$ cat src/rtl/mem_access_unit.sv
// mem_access_unit: load/store unit between the core execute stage and data memory.
// Decodes RV funct3 into byte-lane masks, replicates store data across the bus,
// shifts and sign/zero-extends load data, flags misaligned/illegal requests,
// and reports bus errors and timeouts. One outstanding access at a time.
//
// Ports:
//   clk, rst            clock, synchronous active-high reset
//   req_*               core request (valid/ready, we, funct3, addr, wdata, rd)
//   resp_*              one-cycle completion pulse with data, rd and error code
//                       (00 ok, 01 illegal/misaligned, 10 bus error, 11 timeout)
//   busy                high in every state except IDLE
//   mem_req_*/mem_*     memory request channel (addr word-aligned, wdata, wmask)
//   mem_resp_*/mem_rdata memory response channel, sampled only while waiting
module mem_access_unit #(
  parameter int XLEN        = 64,
  parameter int ADDR_W      = 64,
  parameter int TIMEOUT_CYC = 255
) (
  input  logic              clk,
  input  logic              rst,
  input  logic              req_valid,
  output logic              req_ready,
  input  logic              req_we,
  input  logic [2:0]        req_funct3,
  input  logic [ADDR_W-1:0] req_addr,
  input  logic [XLEN-1:0]   req_wdata,
  input  logic [4:0]        req_rd,
  output logic              resp_valid,
  output logic [XLEN-1:0]   resp_rdata,
  output logic [4:0]        resp_rd,
  output logic [1:0]        resp_err,
  output logic              busy,
  output logic              mem_req_valid,
  input  logic              mem_req_ready,
  output logic              mem_we,
  output logic [ADDR_W-1:0] mem_addr,
  output logic [XLEN-1:0]   mem_wdata,
  output logic [XLEN/8-1:0] mem_wmask,
  input  logic              mem_resp_valid,
  input  logic [XLEN-1:0]   mem_rdata,
  input  logic              mem_resp_err
);

  localparam int BYTES  = XLEN / 8;
  localparam int LANE_W = $clog2(BYTES);
  localparam int TW     = (TIMEOUT_CYC > 1) ? $clog2(TIMEOUT_CYC) : 1;
  localparam logic [TW-1:0] TLIM = TW'((TIMEOUT_CYC == 0) ? 0 : TIMEOUT_CYC - 1);

  typedef enum logic [1:0] {IDLE, REQ, WAIT, RESP} state_t;
  state_t state, state_nxt;

  logic              we_q;
  logic [2:0]        f3_q;
  logic [ADDR_W-1:0] addr_q;
  logic [XLEN-1:0]   wdata_q;
  logic [4:0]        rd_q;
  logic [TW-1:0]     timer;
  logic [XLEN-1:0]   rdata_q;
  logic [1:0]        err_q;

  logic [1:0]        size_q;
  logic [LANE_W-1:0] lane;
  logic              req_illegal;
  logic              timeout_hit;
  logic [BYTES-1:0]  base_mask;
  logic [XLEN-1:0]   wdata_rep;
  logic [XLEN-1:0]   load_shifted;
  logic [XLEN-1:0]   load_ext;

  assign size_q = f3_q[1:0];
  assign lane   = addr_q[LANE_W-1:0];

  // Request legality, evaluated on the raw inputs in the accept cycle.
  always_comb begin
    logic [2:0] amask;
    amask = '0;
    case (req_funct3[1:0])
      2'd0: amask = 3'b000;
      2'd1: amask = 3'b001;
      2'd2: amask = 3'b011;
      default: amask = 3'b111;
    endcase
    req_illegal = ((req_addr[2:0] & amask) != 3'b000)
                | ((XLEN == 32) && ((req_funct3[1:0] == 2'd3) || (req_funct3 == 3'b110)))
                | (req_we && req_funct3[2]);
  end

  assign timeout_hit = (TIMEOUT_CYC != 0) && (timer == TLIM);

  // Lane mask and store replication are built per byte so the same code
  // serves both bus widths without zero-width replications.
  always_comb begin
    int unsigned nbytes;
    nbytes    = 32'd1 << size_q;
    base_mask = '0;
    wdata_rep = '0;
    for (int unsigned i = 0; i < BYTES; i++) begin
      base_mask[i]        = (i < nbytes);
      wdata_rep[8*i +: 8] = wdata_q[8*(i % nbytes) +: 8];
    end
  end

  always_comb begin
    int unsigned nbits;
    int unsigned sidx;
    logic        sbit;
    load_shifted = mem_rdata >> {lane, 3'b000};
    nbits        = 32'd8 << size_q;
    sidx         = (nbits > XLEN) ? XLEN - 1 : nbits - 1;
    sbit         = !f3_q[2] && load_shifted[sidx];
    load_ext     = '0;
    for (int unsigned i = 0; i < XLEN; i++) begin
      load_ext[i] = (i < nbits) ? load_shifted[i] : sbit;
    end
  end

  // State register
  always_ff @(posedge clk) begin
    if (rst) state <= IDLE;
    else     state <= state_nxt;
  end

  // Next-state logic; timeout takes priority over a same-cycle handshake/response
  always_comb begin
    state_nxt = state;
    case (state)
      IDLE: if (req_valid) state_nxt = req_illegal ? RESP : REQ;
      REQ: begin
        if (timeout_hit)        state_nxt = RESP;
        else if (mem_req_ready) state_nxt = WAIT;
      end
      WAIT: begin
        if (timeout_hit)         state_nxt = RESP;
        else if (mem_resp_valid) state_nxt = RESP;
      end
      default: state_nxt = IDLE;
    endcase
  end

  // Request latch, timer and response capture
  always_ff @(posedge clk) begin
    if (rst) begin
      we_q    <= 1'b0;
      f3_q    <= '0;
      addr_q  <= '0;
      wdata_q <= '0;
      rd_q    <= '0;
      timer   <= '0;
      rdata_q <= '0;
      err_q   <= '0;
    end else begin
      case (state)
        IDLE: if (req_valid) begin
          we_q    <= req_we;
          f3_q    <= req_funct3;
          addr_q  <= req_addr;
          wdata_q <= req_wdata;
          rd_q    <= req_rd;
          timer   <= '0;
          rdata_q <= '0;
          err_q   <= req_illegal ? 2'b01 : 2'b00;
        end
        REQ, WAIT: begin
          timer <= timer + TW'(1);
          if (timeout_hit) begin
            err_q   <= 2'b11;
            rdata_q <= '0;
          end else if (state == WAIT && mem_resp_valid) begin
            err_q   <= mem_resp_err ? 2'b10 : 2'b00;
            rdata_q <= (mem_resp_err || we_q) ? '0 : load_ext;
          end
        end
        default: ;
      endcase
    end
  end

  // Outputs
  always_comb begin
    req_ready     = (state == IDLE);
    busy          = (state != IDLE);
    mem_req_valid = (state == REQ);
    mem_we        = (state == REQ) && we_q;
    mem_wmask     = ((state == REQ) && we_q) ? (base_mask << lane) : '0;
    mem_addr      = {addr_q[ADDR_W-1:LANE_W], {LANE_W{1'b0}}};
    mem_wdata     = wdata_rep;
    resp_valid    = (state == RESP);
    resp_rdata    = (state == RESP) ? rdata_q : '0;
    resp_err      = (state == RESP) ? err_q : 2'b00;
    resp_rd       = rd_q;
  end

endmodule

$ cat config.mk
export PLATFORM = sky130hd
export DESIGN_NAME = mem_access_unit
export DESIGN_NICKNAME = d
export VERILOG_FILES = /design/src/rtl/mem_access_unit.sv
export SDC_FILE = /design/constraint.sdc
export NUM_CORES = 1
export LEC_CHECK = 0
export ABC_AREA = 0
export ABC_CLOCK_PERIOD_IN_PS = 14200
export CAP_MARGIN = 5
export CORE_UTILIZATION = 40
export CTS_BUF_LIST = sky130_fd_sc_hd__clkbuf_4
export DETAILED_ROUTE_END_ITERATION = 8
export PLACE_DENSITY = 0.73
export SYNTH_ARGS = -nofsm -noshare
export SYNTH_HDL_FRONTEND = slang
export SYNTH_SLANG_ARGS = --single-unit
$ cat constraint.sdc
create_clock -name clk -period 14.2 [get_ports clk]
set_input_delay 4.26 -clock clk [delete_from_list [all_inputs] [get_ports clk]]
set_output_delay 4.26 -clock clk [all_outputs]
set_load 0.02 [all_outputs]
# ---- Word level (Yosys, flattened, before mapping)
# Cells that the tools add are included.
dict set report op_classes {
  n_addsub 2
  div_mod_pow 8
  order_cmp 74
  eq_ne 10
  shifts 12
  muxes 91
  n_bitwise 2
  n_reduce_logical 16
}
# cell n
set op_table {}
lappend op_table {{6-bit by 32-bit less-than comparator with 1-bit output (first input constant)} 32}
lappend op_table {{5-bit by 32-bit less-than comparator with 1-bit output (first input constant)} 16}
lappend op_table {{64-bit by 33-bit indexed part select with 8-bit output} 8}
lappend op_table {{64-bit two-way mux} 5}
lappend op_table {{3-bit by 32-bit less-than comparator with 1-bit output (first input constant)} 8}
lappend op_table {{4-bit by 32-bit less-than comparator with 1-bit output (first input constant)} 8}
lappend op_table {{1-bit by 32-bit less-than comparator with 1-bit output (first input constant)} 4}
lappend op_table {{2-bit by 32-bit less-than comparator with 1-bit output (first input constant)} 4}
lappend op_table {{3-bit by 32-bit remainder unit with 32-bit output (first input constant)} 4}
lappend op_table {{64-bit one-hot mux with 2 select lines} 1}
lappend op_table {{1-bit two-way mux} 66}
lappend op_table {{2-bit by 32-bit remainder unit with 32-bit output (first input constant)} 2}
lappend op_table {{64-bit by 6-bit >> shifter with 64-bit output} 1}
lappend op_table {{32-bit by 7-bit > comparator with 1-bit output (second input constant)} 1}
lappend op_table {{32-bit by 7-bit less-than comparator with 1-bit output (second input constant)} 1}
lappend op_table {{0-bit by 32-bit remainder unit with 32-bit output} 1}
lappend op_table {{1-bit by 32-bit remainder unit with 32-bit output (first input constant)} 1}
lappend op_table {{32-bit two-way mux} 1}
lappend op_table {{1-bit by 2-bit left shift with 32-bit output (first input constant)} 1}
lappend op_table {{4-bit by 2-bit left shift with 32-bit output (first input constant)} 1}
lappend op_table {{32-bit by 1-bit subtractor with 32-bit output (second input constant)} 1}
lappend op_table {{2-bit two-way mux} 11}
lappend op_table {{8-bit two-way mux} 2}
lappend op_table {{8-bit one-hot mux with 2 select lines} 1}
lappend op_table {{other kinds (23)} 34}
dict set report word_totals {
  register_bits 213
  inputBits 207
  out_inout_bits 212
  word_cells 224
}

# ---- Logic depth before layout (Yosys ltp)
dict set report logic_depth {
  depth_word 11
  mapped_depth 45
  mapped_depth_nobuf 35
}

# ---- Worst setup path before layout
# No wires, ideal clock.
dict set report synth_timing {
  path_type {register to output}
  start {register f3_q[0]}
  end {output mem_wdata[0]}
  arrival_ns 10.322
  required_ns 9.940
  slack_ns -0.382
  path_stages_with_launch 39
  n_path_buf 3
  path_cell_list {dfxtp_1 > inv_1 > ha_1 > buf_2 > inv_1 > clkbuf_1 > ha_1 > inv_1 > and3_1 > o31ai_4 > o21ai_1 > mux2i_1 > o211ai_1 > a31oi_2 > nand2_1 > or3_1 > buf_2 > o31ai_4 > (+3 left out) > and4_1 > o211ai_2 > and3_4 > o2111a_2 > nand3_2 > a41oi_1 > a21oi_1 > a211o_1 > a2111oi_1 > nand2_1 > nor4b_4 > o211a_1 > o21ai_1 > a2111o_1 > a222oi_1 > mux2_2 > a32oi_1 > o22ai_1}
}
dict set report synth_between {
  elab_chain_cells 3
}
# element line
set synth_rtl {}
lappend synth_rtl {{start: declaration} 53} ;# logic [2:0] f3_q;
lappend synth_rtl {{start signal: assignment} 155} ;# f3_q <= req_funct3;
lappend synth_rtl {{1-bit by 2-bit left shift with 32-bit output} 94} ;# nbytes = 32'd1 << size_q;
lappend synth_rtl {{0-bit by 32-bit remainder unit with 32-bit output} 99} ;# wdata_rep[8*i +: 8] = wdata_q[8*(i % nbytes) +: 8];
lappend synth_rtl {{64-bit by 33-bit indexed part select with 8-bit output} 99}
lappend synth_rtl {{end: declaration} 37} ;# output logic [XLEN-1:0] mem_wdata,
# Every way passes these cells.

# ---- Final worst setup path
dict set report layout_timing {
  start {register f3_q[0]}
  end {output mem_wdata[5]}
}
# Same word-level chain as after synthesis.

==> results.cfg <==
[outcome]
outcome = finished with violations
failed_checks = setup timing

[route]
viasPerCell = 5.96
drc = 0
dr.pass1.iters = 9
post_drt_wl_per_cell_um = 21.9
wl_um = 84200
antenna_left = 0
drt-initial-drc-count = 2524
num_vias = 22900

[global_route]
grt_use_met2_pct = 55.5
track_usage_pct = 33.7
grt_pass1_vias = 22200
grt_first_pass_wirelength_um = 127000
grtUsageMet3_pct = 7.87
grt_max_degree = 111
grt_overflow_total = 0
use_met1_pct = 41.2
busiest_layer = met2
grt_antenna_before_repair = 9

[hold_path]
min_path_type = reg2reg

[pwr]
power_density_mw_per_mm2 = 155
power.internal_mw = 2.26
swShare_pct = 48.1
power_frac_clock_pct = 12.4
combPwrFrac_pct = 69.2
pwr-share-seq_pct = 18.4
ir_drop_mv = 0.117
p_switching_mw = 2.10
p_leak_nw = 10.5

[setup_path]
setup.worst_path.start_class = flop
cpMostUsedCell = buf_4
critPathMaxStageDelay_ns = 0.56
crit_type = reg2out
crit_required_ns = 9.94
crit_path_end_kind = output port
slowest_stage = or4_4
cpLargestDelayFamily = compound AO/OA/AOI/OAI gates
rrSetupSlack_ns = 8.93
crit_buf_inv = 15
critical_path.max_fanout = 7
arrival_ns = 10.95

[placed_design]
dp_slack_ns = -0.919
gp_congestion = 1.01
portBuffers = 415
hpwlAfterDp_um = 63000

[timing]
hold_ws_ns = 0.454
min_period_over_period_pct = 107
finClkSkew_ns = 0.0591
slew_viol_final = 0
relSlewSlack_pct = 12.7
finalHoldViolations = 0
rsz0062_at_grt = yes
min_period_ns = 15.21
finalWorstSetupSlack_ns = -1.01
max_freq_mhz = 65.8
setup_violations = 8
tightest_slew_ns = 1.31

[layout]
drive_gt1_share_pct = 26.5
layout.nets = 3425
syn2layout_area_growth_pct = 48.7

[synthesis]
ys_ff_latch = 213
yosys.area.top_type = dfxtp_1
avgSynthCellArea_sq_um = 7.48
ys_seq_area_share_pct = 22.6
synth_commonest_cells = nand2_1 (456), a21oi_1 (292), nor2_1 (258)
synthArstFlopShare_pct = 0
synth_edf_count = 0
netlist.area_leader.share_pct = 22.6
yosysMostFrequentCell = nand2_1
synth_area_leaders = dfxtp_1 (23%), nand2_1 (9.1%), mux4_2 (7.9%)
yosys_most_used_dff = dfxtp_1
netlist_area_sq_mm = 0.0189
synth.distinct_cells = 116
yosysWarnings = 0
synthCells = 2523

[clock_tree]
cts_hold_buf = 0
clkSinkCount = 213
cts_inserted_buffers = 59
cts_buffer_depth = 3
clock_latency_ns = 0.80
htree_levels = 2
path_clk_slew_ns = 0.06
cts_tree = yes
root_buffer = clkbuf_4

[floorplan]
top_level_ports = 419
dieArea_sq_mm = 0.0481
coreArea_sq_mm = 0.0466
start_util_pct = 40.5
die_h_um = 219
num_rows = 79
die_w_um = 219

[job]
maxCapViolCount = 0
## routing by layer
layer  share of wire [%]  up-vias
met5               0.028        -
met2                  47     1229
met1                  39    10900
met4                 5.0        4
li1                    -    10500
met3                 9.4      264
## registers in the layout (all words and copies together), names as in the netlist
signal   count
resp_rd      5
err_q        2
state        2
wdata_q     64
rdata_q     64
timer        8
we_q         1
addr_q      64
f3_q         3
## layout make-up
type / instances / area (sq um)
Fill cell: 4116 / 18500
Sequential cell: 213 / 4280
Antenna cell: 7 / 17.5
Clock inverter: 19 / 95.1
Inverter: 40 / 155
Tap cell: 607 / 759
Multi-Input combinational cell: 2030 / 14600
Timing Repair Buffer: 849 / 7550
Clock buffer: 83 / 623
## timing repair
item	in CTS	in global routing
gates resized for setup	142	71
setup buffers	48	34
gates cloned	1	0
pin swaps	52	55
endpoints found under the setup margin	8	8
## worst register-to-register path, cell delays in order (launching register included)
cell and delay, ns:
dfxtp_4 0.37, buf_4 0.13, ha_4 0.14, buf_4 0.62, inv_2 0.56, ha_1 0.47, inv_1 0.33, nand2_1 0.18
mux4_2 0.37, nor2_1 0.05, nor3_1 0.60, o21a_1 1.07, a22oi_1 0.20, nor2_1 0.15
## worst paths after layout
kind / startpoint / endpoint / depth (start not counted)
max: f3_q[0]$_SDFFE_PP0P_ / mem_wdata[5] / 46
min: addr_q[24]$_SDFFE_PP0P_ / addr_q[24]$_SDFFE_PP0P_ / 2
max reg2reg: f3_q[0]$_SDFFE_PP0P_ / rdata_q[49]$_SDFFE_PP0P_ / 13
min reg2reg: addr_q[24]$_SDFFE_PP0P_ / addr_q[24]$_SDFFE_PP0P_ / 2
## per-stage QoR
| step | util (%) | cells | power, mW | setup TNS [ns] | instance area [sq um] |
|---|---|---|---|---|---|
| after floorplan | - | 2525 | 2.40 | -0.227 | 19300 |
| after global placement | 55.3 | 3657 | 3.40 | -4.88 | 25700 |
| after detailed placement | 55.3 | 3657 | 3.43 | -6.72 | 25700 |
| after CTS | 59.1 | 3808 | 4.21 | -6.45 | 27500 |
| after global routing | 60.3 | 3848 | 4.59 | -11.64 | 28100 |
| final | 60.3 | 3848 | 4.36 | -7.59 | 28100 |
## layout by cell type (no fill, tap or decap), drive strengths merged, types with 14 or more instances in the layout
cell type / n
o22ai: 21
nand2b: 14
o21ai: 124
clkbuf: 86
o211ai: 20
dfxtp: 213
buf: 440
and2: 87
nand3: 26
a31oi: 27
mux2i: 133
nor4: 14
a21oi: 294
nor3: 45
ha: 25
nor2: 259
nand4: 19
o31ai: 18
inv: 40
a22oi: 54
mux2: 48
mux4: 66
clkinv: 19
clkdlybuf4s50: 406
nand2: 456
a211oi: 34
## kinds of logic after synthesis
group,count (synthesis),share of synthesized area [%]
xor gates and xnor gates,15,0.696
AOI/OAI and AO/OA,755,26.6
muxes,247,17.8
DFF,213,22.6
buffers and inverters,282,7.08
and+or+nand+nor,985,23.5
adders and majority gates,25,1.66
other,1,0.0199
## power by group through the flow
stage,Sequential [mW],Combinational (mW),Clock [mW]
after floorplan,0.763,1.63,0
after global placement,0.803,2.60,0
after detailed placement,0.809,2.62,0
after CTS,0.797,2.86,0.553
after global routing,0.811,3.19,0.583
final,0.804,3.02,0.540
Power figures use the tool's default switching activity.
